`src/rtl/sipo_frame_pkg.sv`:
```
// Shared definitions for the serial-frame capture controller.
// State encodings and the parity helper used when SIPO_FRAME_PARITY_EN is defined.
package sipo_frame_pkg;

  typedef enum logic [1:0] {
    IDLE   = 2'd0,
    SHIFT  = 2'd1,
    PARITY = 2'd2
  } sipo_state_e;

  localparam logic [1:0] ST_IDLE   = 2'd0;
  localparam logic [1:0] ST_SHIFT  = 2'd1;
  localparam logic [1:0] ST_PARITY = 2'd2;

  // Even parity check: 1 when data plus parity bit has an odd number of ones.
  function automatic logic even_par_err(input logic [31:0] data, input logic pbit);
    return ^{data, pbit};
  endfunction

endpackage

```
`src/rtl/sipo_shift_core.sv`:
```
// WIDTH-bit right-shifting serial-in register: new bit enters the MSB,
// with a shift enable and a synchronous clear.
module sipo_shift_core #(
  parameter int WIDTH = 4
) (
  input  logic             clk,
  input  logic             rst,
  input  logic             i_clr,
  input  logic             i_shift,
  input  logic             i_si,
  output logic [WIDTH-1:0] o_q
);

  logic [WIDTH-1:0] r_q;

  // Shift register state; clear takes priority over shift.
  always_ff @(posedge clk) begin
    if (!rst) begin
      r_q <= {WIDTH{1'b0}};
    end else if (i_clr) begin
      r_q <= {WIDTH{1'b0}};
    end else if (i_shift) begin
      r_q <= {i_si, r_q[WIDTH-1:1]};
    end else begin
      r_q <= r_q;
    end
  end

  assign o_q = r_q;

endmodule

```
`src/rtl/sipo_frame_ctrl.sv`:
```
// Serial frame capture: start bit, WIDTH data bits (LSB first), optional even
// parity bit when SIPO_FRAME_PARITY_EN is defined; word presented over valid/ready.
module sipo_frame_ctrl
  import sipo_frame_pkg::*;
#(
  parameter int WIDTH = 4
) (
  input  logic             clk,
  input  logic             rst,
  input  logic             si,
  input  logic             en,
  output logic [WIDTH-1:0] po,
  output logic             po_valid,
  input  logic             po_ready,
  output logic             busy,
  output logic             overrun,
  input  logic             ovr_clr
`ifdef SIPO_FRAME_PARITY_EN
  ,
  output logic             parity_err
`endif
);

  localparam int CW = $clog2(WIDTH);
  localparam logic [CW-1:0] LAST = CW'(WIDTH - 1);

  logic [1:0]       r_state;
  logic [1:0]       w_state_nxt;
  logic [CW-1:0]    r_bitcnt;
  logic [WIDTH-1:0] w_q;
  logic [WIDTH-1:0] w_word;
  logic             w_start;
  logic             w_shift;
  logic             w_last;
  logic             w_done;
  logic             w_accept;
  logic             w_load;
  logic             w_drop;

  assign w_start = en && !si && (r_state == ST_IDLE);
  assign w_shift = en && (r_state == ST_SHIFT);
  assign w_last  = w_shift && (r_bitcnt == LAST);

`ifdef SIPO_FRAME_PARITY_EN
  // The last data bit is already in the core; this edge samples the parity bit.
  assign w_done = en && (r_state == ST_PARITY);
  assign w_word = w_q;
`else
  // Load the word including the bit being sampled on this edge.
  assign w_done = w_last;
  assign w_word = {si, w_q[WIDTH-1:1]};
  logic w_unused_lsb;
  assign w_unused_lsb = w_q[0];
`endif

  assign w_accept = po_valid && po_ready;
  assign w_load   = w_done && (!po_valid || po_ready);
  assign w_drop   = w_done && po_valid && !po_ready;

  sipo_shift_core #(.WIDTH(WIDTH)) u_core (
    .clk     (clk),
    .rst     (rst),
    .i_clr   (w_start),
    .i_shift (w_shift),
    .i_si    (si),
    .o_q     (w_q)
  );

  // Frame sequencing next state.
  always_comb begin
    w_state_nxt = r_state;
    case (r_state)
      ST_IDLE: begin
        if (w_start) w_state_nxt = ST_SHIFT;
        else         w_state_nxt = ST_IDLE;
      end
      ST_SHIFT: begin
`ifdef SIPO_FRAME_PARITY_EN
        if (w_last) w_state_nxt = ST_PARITY;
        else        w_state_nxt = ST_SHIFT;
`else
        if (w_last) w_state_nxt = ST_IDLE;
        else        w_state_nxt = ST_SHIFT;
`endif
      end
`ifdef SIPO_FRAME_PARITY_EN
      ST_PARITY: begin
        if (en) w_state_nxt = ST_IDLE;
        else    w_state_nxt = ST_PARITY;
      end
`endif
      default: w_state_nxt = ST_IDLE;
    endcase
  end

  // FSM, bit counter, holding register and overrun flag.
  always_ff @(posedge clk) begin
    if (!rst) begin
      r_state  <= ST_IDLE;
      r_bitcnt <= {CW{1'b0}};
      busy     <= 1'b0;
      po       <= {WIDTH{1'b0}};
      po_valid <= 1'b0;
      overrun  <= 1'b0;
    end else begin
      r_state <= w_state_nxt;
      busy    <= (w_state_nxt != ST_IDLE);

      if (w_start || w_last) r_bitcnt <= {CW{1'b0}};
      else if (w_shift)      r_bitcnt <= r_bitcnt + CW'(1);
      else                   r_bitcnt <= r_bitcnt;

      if (w_load) begin
        po       <= w_word;
        po_valid <= 1'b1;
      end else if (w_accept) begin
        po_valid <= 1'b0;
      end else begin
        po_valid <= po_valid;
      end

      // A drop in the same cycle as a clear leaves the flag set.
      if (w_drop)       overrun <= 1'b1;
      else if (ovr_clr) overrun <= 1'b0;
      else              overrun <= overrun;
    end
  end

`ifdef SIPO_FRAME_PARITY_EN
  // Parity status travels with po; dropped frames leave it untouched.
  always_ff @(posedge clk) begin
    if (!rst) begin
      parity_err <= 1'b0;
    end else if (w_load) begin
      parity_err <= even_par_err(32'(w_word), si);
    end else if (w_accept) begin
      parity_err <= 1'b0;
    end else begin
      parity_err <= parity_err;
    end
  end
`endif

endmodule
```
`config.mk`:
```
export PLATFORM = sky130hd
export DESIGN_NAME = sipo_frame_ctrl
export DESIGN_NICKNAME = d
export VERILOG_FILES = /design/src/rtl/sipo_frame_pkg.sv /design/src/rtl/sipo_shift_core.sv /design/src/rtl/sipo_frame_ctrl.sv
export SDC_FILE = /design/constraint.sdc
export NUM_CORES = 1
export LEC_CHECK = 0
export BUFFER_PORTS_ARGS = -buffer_cell sky130_fd_sc_hd__buf_4
export CAP_MARGIN = 10
export CORE_AREA = 3 3 40 42
export CTS_BUF_LIST = sky130_fd_sc_hd__clkbuf_16
export DETAILED_ROUTE_END_ITERATION = 10
export DIE_AREA = 0 0 43 45
export GPL_TIMING_DRIVEN = 0
export SETUP_SLACK_MARGIN = 0.4
export SYNTH_ARGS = -nofsm -noshare
export SYNTH_HDL_FRONTEND = slang
export SYNTH_HIERARCHICAL = 1
export SYNTH_SLANG_ARGS = --single-unit
```
`constraint.sdc`:
```
create_clock -name clk -period 1.4 [get_ports clk]
set_input_delay 0.14 -clock clk [delete_from_list [all_inputs] [get_ports clk]]
set_output_delay 0.14 -clock clk [all_outputs]
set_load 0.03 [all_outputs]
```
==> metrics.csv <==
stage;metric;value;unit
final_layout;layout cells sized above 1;41.7;%
clock_tree;Worst-Skew Late Latency;0.24;ns
critical_path;critical path required time;1.57;ns
power;LEAKAGE;0.315;nW
sta;Fin. Hold Viols;0;
power;maximum VDD drop;0.000920;V
route;drt total wl;943;um
sta;clk_skew;0.00342;ns
power;Clock power frac;56.0;%
final_layout;n_diodes;0;
critical_path;CP top delay family;flip-flops;
yosys;post-synthesis net count;61;
clock_tree;Root Driver;clkbuf_16;
power;Design Power;0.919;mW
clock_tree;Post-CTS Hold Buffers;0;
floorplanning;FP Rows;13;
floorplanning;die area;0.00194;mm2
power;part of the power in registers;38.4;%
sta;WHS;0.186;ns
sta;Slew Limit Headroom;83.4;%
critical_path;Worst Path Arrival;1.22;ns
sta;Final setup viols;0;
floorplanning;core area;0.00128;mm2
placement;Final Wtd Congestion;0.710;
critical_path;Startpoint Class;flop;
grt;vias in the first global route;405;
route;via count;415;
yosys;Yosys warnings;6;
critical_path;CP max stage delay;0.35;ns
final_layout;Total Nets Final;80;
sta;worst slew pin tran;0.248;ns
grt;largest net degree at the start of global routing;11;
route;routed vias/inst;4.77;
status;status;finished clean;
floorplanning;io pins;13;
clock_tree;Max Buffers Root-to-Sink;2;
power;sw power;0.171;mW
grt;initial antenna violation count;0;
sta;Setup TNS;0;ns
critical_path;R2R setup slack;0.35;ns
clock_tree;clock sink count;12;
grt;first-pass GRT wire length;1660;um
yosys;Mean Syn Cell Area;9.78;um2
clock_tree;CTS tree;built;
placement;Port Buffer Count;12;
power;combinational fraction of design power;5.6;%
placement;dpl hpwl;699;um
floorplanning;starting density of the core;41.1;%
route;initial drt markers;7;
grt;GR Util All Layers;11.9;%
route;Routed WL per cell;10.8;um
sta;fin crit period;1.05;ns
critical_path;critical path type;reg -> reg;
hold_path;HP Class;in -> reg;
critical_path;worst-path cell chain;ha_4 > nand3_4 > nor2b_4 > buf_6 > mux2i_1;
sta;fin crit share;75.0;%
critical_path;CP max-delay cell;dfxtp_4;
job;max-cap violations;0;
route;post-route ant nets;0;
sta;RSZ-0062 raised after global routing;true;
route;DRC;0;
sta;fmax;0.952;GHz
route;DR pass1 iterations;6;
clock_tree;clock buffer count from CTS;3;
final_layout;Area Overhead vs Synth;46.0;%
clock_tree;CTS clock-pin slew for the worst setup and hold paths;0.04;ns
sta;fin. max-slew vios;0;
grt;GR Overflow Total;0;
floorplanning;die height;45;um
critical_path;crit path buf inv count;1;
yosys;cell count after synthesis;54;
critical_path;Critical Path Fanout Max;4;
floorplanning;die width;43;um
clock_tree;H-tree depth;1;
power;Pint;0.748;mW
power;switching share of power;18.6;%
power;pwr dens;1190;mW/mm2
critical_path;Crit. End Element;flop;
yosys;Mapped Area;528;um2
routing by layer:
layer	track usage (%)	wire length, um	vias up
met5	0	0	-
met3	7.17	70	2
met4	5.42	11	0
met2	18.0	425	10
met1	13.3	435	187
li1	-	-	216
registers in the layout (all words and copies together) (netlist names):
register    cells
overrun         1
po              4
po_valid        1
r_bitcnt        2
r_state         1
u_core/o_q      3
cell type report:
type	instances	area [um2]
Fill cell	124	514
Multi-Input combinational cell	37	287
Timing Repair Buffer	14	105
Clock buffer	3	75.1
Tap cell	15	18.8
Sequential cell	12	250
Inverter	2	7.51
Clock inverter	1	3.75
Buffer	3	23.8
what timing repair did:
action                                  in CTS  in global routing
resized for setup                            0                  5
buffers inserted                             2                  0
endpoints found under the setup margin       4                 12
pin swaps                                    1                  3
per-stage QoR:
stage          instances  area [um2]  setup WS, ns  util, %
3_3_place_gp          81         667         0.345     51.9
5_1_grt               87         771         0.294     60.0
6_report              87         771         0.350     60.0
2_1_floorplan         54         558         0.394        -
4_1_cts               87         761         0.323     59.2
3_5_place_dp          81         667         0.310     51.9
cells in the final DEF (no fill, tap or decap):
cell type  instances
nand3_4            1
nor3b_1            1
nor2b_4            1
a21oi_1            1
o22ai_1            1
buf_2              1
a21boi_1           1
nor2b_1            1
clkbuf_16          3
inv_1              2
dfxtp_2            2
nor3b_2            1
mux2i_1            7
nand2b_1           2
clkinv_1           1
buf_4             15
and2_1             1
ha_4               1
buf_6              1
dfxtp_4            2
dfxtp_1            8
nand2_2            1
a21boi_0           2
nor2_1             3
nand2b_4           1
o21a_1             2
nand2_1            8
nor3_1             1
path summary, 6_finish.rpt:
path,from,to,cells after the start
setup reg to reg,r_bitcnt[0],po[3],5
setup / recovery,r_bitcnt[0],po[3],5
hold / removal,si,u_core/o_q[3],3
hold reg to reg,po[0],po[0],2
power groups by stage:
stage | sequential, mW | combinational (mW) | clock (mW)
floorplan | 0.363 | 0.0237 | 0
global placement | 0.360 | 0.0506 | 0
detailed placement | 0.360 | 0.0511 | 0
CTS | 0.354 | 0.0515 | 0.525
global route | 0.353 | 0.0574 | 0.548
finish | 0.353 | 0.0519 | 0.515
worst reg2reg max path: cells and delay by family, from the launching register on:
kind / cells / cell delay, ns
flip-flops: 1 / 0.35
multiplexers: 1 / 0.17
adder cells (fa/ha/maj): 1 / 0.14
AND/OR/NAND/NOR: 2 / 0.20
buffers and inverters: 1 / 0.12
Note: power is estimated with default switching activity, not from simulation.
